`config.mk`:
```
export PLATFORM = sky130hd
export DESIGN_NAME = lc3_mem_arbiter
export DESIGN_NICKNAME = d
export VERILOG_FILES = /design/src/rtl/lc3_mem_arbiter.sv
export SDC_FILE = /design/constraint.sdc
export NUM_CORES = 1
export LEC_CHECK = 0
export ABC_AREA = 1
export CAP_MARGIN = 40
export CORE_ASPECT_RATIO = 0.7
export CORE_UTILIZATION = 43
export DETAILED_ROUTE_END_ITERATION = 12
export GPL_TIMING_DRIVEN = 1
export PLACE_DENSITY = 0.81
export RECOVER_POWER = 25
export SETUP_SLACK_MARGIN = 0.4
export SLEW_MARGIN = 10
export SYNTH_ARGS = -nofsm -noshare
export SYNTH_HDL_FRONTEND = slang
export SYNTH_SLANG_ARGS = --single-unit
```
`constraint.sdc`:
```
create_clock -name clk -period 1.55 [get_ports clk]
set_input_delay 0.2325 -clock clk [delete_from_list [all_inputs] [get_ports clk]]
set_output_delay 0.2325 -clock clk [all_outputs]
set_load 0.03 [all_outputs]
```
`src/rtl/lc3_mem_arbiter.sv`:
```
// Two-port round-robin bus controller for the LC-3 memory/IO device block.
// Port 0 is the CPU, port 1 the DMA/display engine; one access is in flight at a time.
module lc3_mem_arbiter #(
  parameter int AW         = 16,
  parameter int DW         = 16,
  parameter int TMO_CYCLES = 16
) (
  input  logic          clk,
  input  logic          rst,
  input  logic [1:0]    req_valid,
  input  logic [1:0]    req_we,
  input  logic [AW-1:0] req_addr0,
  input  logic [AW-1:0] req_addr1,
  input  logic [DW-1:0] req_wdata0,
  input  logic [DW-1:0] req_wdata1,
  output logic [1:0]    req_ready,
  output logic [1:0]    rsp_valid,
  output logic [DW-1:0] rsp_rdata,
  output logic          rsp_err,
  output logic          busy,
  output logic [DW-1:0] bus_out,
  output logic          bus_oe,
  output logic          ld_mar,
  output logic          ld_mdr,
  output logic          mio_en,
  output logic          r_w,
  output logic          gate_mdr_en,
  input  logic [DW-1:0] mdr_in,
  input  logic          dev_ready
);

  typedef enum logic [2:0] {
    IDLE,
    ADDR,
    DATA,
    ACCESS,
    WAIT,
    GATE,
    RESP
  } state_t;

  localparam logic [7:0] TMO_LAST = 8'(TMO_CYCLES - 1);
  localparam logic [7:0] CNT_MAX  = 8'hFF;

  state_t        state_q, state_d;
  logic          last_grant_q, last_grant_d;
  logic          grant_q, grant_d;
  logic [AW-1:0] addr_q, addr_d;
  logic [DW-1:0] wdata_q, wdata_d;
  logic          we_q, we_d;
  logic [7:0]    wait_cnt_q, wait_cnt_d;
  logic          err_q, err_d;
  logic [DW-1:0] rdata_q, rdata_d;
  logic          sel_port;

  // On a tie the port that did not win last time is chosen.
  always_comb begin
    sel_port = req_valid[1];
    if (req_valid == 2'b11) begin
      sel_port = ~last_grant_q;
    end
  end

  always_ff @(posedge clk) begin
    if (rst) begin
      state_q      <= IDLE;
      last_grant_q <= 1'b1;
      grant_q      <= 1'b0;
      addr_q       <= '0;
      wdata_q      <= '0;
      we_q         <= 1'b0;
      wait_cnt_q   <= '0;
      err_q        <= 1'b0;
      rdata_q      <= '0;
    end else begin
      state_q      <= state_d;
      last_grant_q <= last_grant_d;
      grant_q      <= grant_d;
      addr_q       <= addr_d;
      wdata_q      <= wdata_d;
      we_q         <= we_d;
      wait_cnt_q   <= wait_cnt_d;
      err_q        <= err_d;
      rdata_q      <= rdata_d;
    end
  end

  always_comb begin
    state_d      = state_q;
    last_grant_d = last_grant_q;
    grant_d      = grant_q;
    addr_d       = addr_q;
    wdata_d      = wdata_q;
    we_d         = we_q;
    wait_cnt_d   = wait_cnt_q;
    err_d        = err_q;
    rdata_d      = rdata_q;
    case (state_q)
      IDLE: begin
        if (|req_valid) begin
          grant_d = sel_port;
          addr_d  = sel_port ? req_addr1 : req_addr0;
          wdata_d = sel_port ? req_wdata1 : req_wdata0;
          we_d    = req_we[sel_port];
          err_d   = 1'b0;
          state_d = ADDR;
        end
      end
      ADDR:   state_d = we_q ? DATA : ACCESS;
      DATA:   state_d = ACCESS;
      ACCESS: begin
        wait_cnt_d = '0;
        state_d    = WAIT;
      end
      WAIT: begin
        if (wait_cnt_q != CNT_MAX) begin
          wait_cnt_d = wait_cnt_q + 8'd1;
        end
        // dev_ready is stale on the first WAIT cycle, so it only counts from the second.
        if (dev_ready && (wait_cnt_q != 8'd0)) begin
          state_d = we_q ? RESP : GATE;
        end else if (wait_cnt_q == TMO_LAST) begin
          err_d   = 1'b1;
          state_d = RESP;
        end
      end
      GATE: begin
        rdata_d = mdr_in;
        state_d = RESP;
      end
      RESP: begin
        last_grant_d = grant_q;
        err_d        = 1'b0;
        state_d      = IDLE;
      end
      default: state_d = IDLE;
    endcase
  end

  always_comb begin
    req_ready   = 2'b00;
    rsp_valid   = 2'b00;
    rsp_rdata   = '0;
    rsp_err     = 1'b0;
    busy        = (state_q != IDLE);
    bus_out     = '0;
    bus_oe      = 1'b0;
    ld_mar      = 1'b0;
    ld_mdr      = 1'b0;
    mio_en      = 1'b0;
    r_w         = 1'b0;
    gate_mdr_en = 1'b0;
    case (state_q)
      IDLE: begin
        if (!rst && (|req_valid)) begin
          req_ready = sel_port ? 2'b10 : 2'b01;
        end
      end
      ADDR: begin
        ld_mar  = 1'b1;
        bus_oe  = 1'b1;
        bus_out = DW'(addr_q);
      end
      DATA: begin
        ld_mdr  = 1'b1;
        bus_oe  = 1'b1;
        bus_out = wdata_q;
      end
      ACCESS: begin
        mio_en = 1'b1;
        r_w    = we_q;
        ld_mdr = ~we_q;
      end
      GATE: gate_mdr_en = 1'b1;
      RESP: begin
        rsp_valid = grant_q ? 2'b10 : 2'b01;
        rsp_err   = err_q;
        if (!we_q && !err_q) begin
          rsp_rdata = rdata_q;
        end
      end
      default: ;
    endcase
  end

endmodule

```
==> out/summary.txt <==
Outcome: finished, violations left
Failing checks: negative setup slack
HP Class: in -> reg
Ranking of synthesized cells by area: dfxtp_1, a21oi_1, nand2_1
Iter 0 DRT Violations: 268
Reg2Reg Depth: 10
Reg clk slew, reported paths: 70 ps
Worst endpoint data arrival time: 1640 ps
Synthesized Nets: 521
Vias/cell: 5.81
Distinct cells, synth: 30
Hold path endpoint: wdata_q[1]
Crit end category: output port
Setup TNS: -10190 ps
Final period util: 121%
Most frequent cells in the layout: clkdlybuf4s50_1, a21oi_1, nand2_1, dfxtp_1, buf_6
Final Slew Violations: 0
Worst R2R Start: state_q[0]
Most common cell after layout, fill and taps aside: clkdlybuf4s50_1
Total power: 8300 uW
Endpoints failing hold: 0
Worst Skew: 9.13 ps
Tightest Pin Transition: 405 ps
Worst rel slew slack: 73.0%
CP max stage delay: 380 ps
Clk pwr share: 19.3%
Drc violations: 0
Maximum vdd drop: 0.744 mV
Combinational Power Share: 53.0%
Total GRT Usage: 28.1%
Share of layout cells above drive strength 1: 42.8%
Dominant cell type by area after synthesis: dfxtp_1
Top-area cell type share of the netlist area: 40.6%
Crit path cell chain: nor3_4 -> inv_4 -> buf_12 -> nor3_2 -> buf_4
Net Switching: 3380 uW
Fmax: 533 MHz
Die height: 73.1 um
Register area share after synthesis: 40.6%
Clock root buffer: clkbuf_8
Reg2Reg Capture Point: wdata_q[3]
Placer Congestion: 0.833
Final setup margin: -326 ps
Antenna viol nets, final: 0
Synth Instances: 432
CP Class: reg -> out
Global route overflow: 0
Vias in the first global route: 3480
Diodes inserted: 0
Type of origin of the critical path: flip-flop
Hold Buf Count CTS: 0
H-tree Lvls: 3
Syn-to-layout area delta: 93.2%
Fin Hold WS: 435 ps
IO buf count: 130
Max_cap viols: 0
Clock Path Buffers: 2
Wire length per cell: 19.8 um
Hold Path Stages: 3
Initial core utilization: 45.2%
Synth warn: 0
Final net count: 687
Final Critical Period: 1880 ps
# setup viols final: 75
Crit-path max FO: 5
# clock sinks: 63
CP max stage cell: dfxtp_4
Initial DRT Pass Iterations: 5
# IOs: 131
First-pass GRT wire length: 16500 um
CORE AREA: 6880 sq um
Static leakage: 0.00242 uW
CTS tree: yes
R2R Setup Slk: -90 ps
Int Pwr: 4920 uW
Total clock buffers created by CTS: 9
Sequential share of power: 27.7%
Initial antenna violation count: 0
Post-Syn Area per Cell: 7.20 sq um
Dpl hpwl: 6700 um
Worst Path Required: 1320 ps
Layout Utilization: 87.3%
Min-delay src: req_wdata1[1]
Site Rows: 25
DRT Wirelength: 13800 um
Sw Ratio: 40.7%
Mapped cell area: 3110 sq um
Worst-Skew Late Latency: 350 ps
DR vias: 4052
Post-synthesis register bit count: 63
PwrDens: 1380 nW/um^2
Die X: 104 um
Die Area: 7580 sq um
Largest net degree at the start of global routing: 54
RSZ-0062 raised after global routing: yes
-- per-layer routing --
| layer | GRT usage (%) | vias to the layer above | wire length [um] |
|---|---|---|---|
| li1 | - | 1816 | - |
| met1 | 34.7 | 1912 | 5500 |
| met2 | 47.1 | 276 | 6510 |
| met3 | 7.68 | 48 | 1270 |
| met4 | 11.9 | 0 | 551 |
| met5 | 0 | - | 0 |
-- state kept, by name (all words and copies together), names as in the netlist --
name / flops
err_q: 1
addr_q: 16
wdata_q: 16
rdata_q: 16
grant_q: 1
we_q: 1
last_grant_q: 1
wait_cnt_q: 8
state_q: 3
-- what timing repair did --
action,4_1_cts,5_1_grt
pin swaps,8,23
gates resized for setup,75,170
cloned,3,3
setup endpoints to repair,107,107
setup buffers,13,17
-- worst max path at each step --
stage / to / start / depth (start not counted)
2_1_floorplan: req_ready[0] / state_q[0] / 6
3_3_place_gp: req_ready[0] / req_valid[0] / 6
3_5_place_dp: req_ready[0] / req_valid[0] / 6
4_1_cts: rsp_rdata[4] / state_q[1] / 6
5_1_grt: rsp_rdata[15] / state_q[2] / 6
6_report: rsp_rdata[15] / state_q[0] / 5
-- critical path: cells and delay by family (launching register included) --
family                 cells  cell delay [ps]
DFF                        1              380
buffers and inverters      3              470
and+or+nand+nor            2              430
-- cell type report --
class                   instances  area, sq um
multi-input cells             304         2200
inverters                      38          189
fillers                       320          875
flip-flops and latches         63         1280
well taps                      94          118
clock inverters                 2         35.0
repair buffers                182         2000
clock buffers                  14          184
-- cell usage after synthesis, drive strengths merged --
| cell | count |
|---|---|
| a32o | 16 |
| a21oi | 91 |
| buf | 15 |
| clkinv | 2 |
| inv | 36 |
| ha | 2 |
| o211ai | 1 |
| nand3 | 12 |
| clkbuf | 12 |
| xor2 | 1 |
| nor3b | 1 |
| nand2 | 73 |
| a21boi | 1 |
| nor3 | 18 |
| a31oi | 1 |
| o21ai | 55 |
| nor2 | 31 |
| dfxtp | 63 |
| nand3b | 1 |
-- cell families after synthesis --
kind of cell             count (synthesis)  synth area share [%]
flip-flops                              63                  40.6
buffers and inverters                   65                  9.66
adder cells (fa/ha/maj)                  2                 0.805
XOR/XNOR                                 1                 0.282
AND/OR/NAND/NOR                        136                  19.2
AO/OA/AOI/OAI                          165                  29.5
-- power by group through the flow --
stage	combinational (uW)	sequential, uW	clock [uW]
after global placement	2730	2180	0
after floorplan	1880	2150	0
after global routing	4580	2330	1670
final	4400	2300	1600
after CTS	3170	2190	1590
after detailed placement	2770	2190	0
-- through the flow --
stage	area [sq um]	std cells	setup WS, ps
final	6010	697	-326
after detailed placement	4680	645	-158
after floorplan	3370	432	25.2
after global routing	6010	697	-368
after global placement	4680	645	-120
after CTS	5270	677	-249
(Power assumes the default switching activity.)
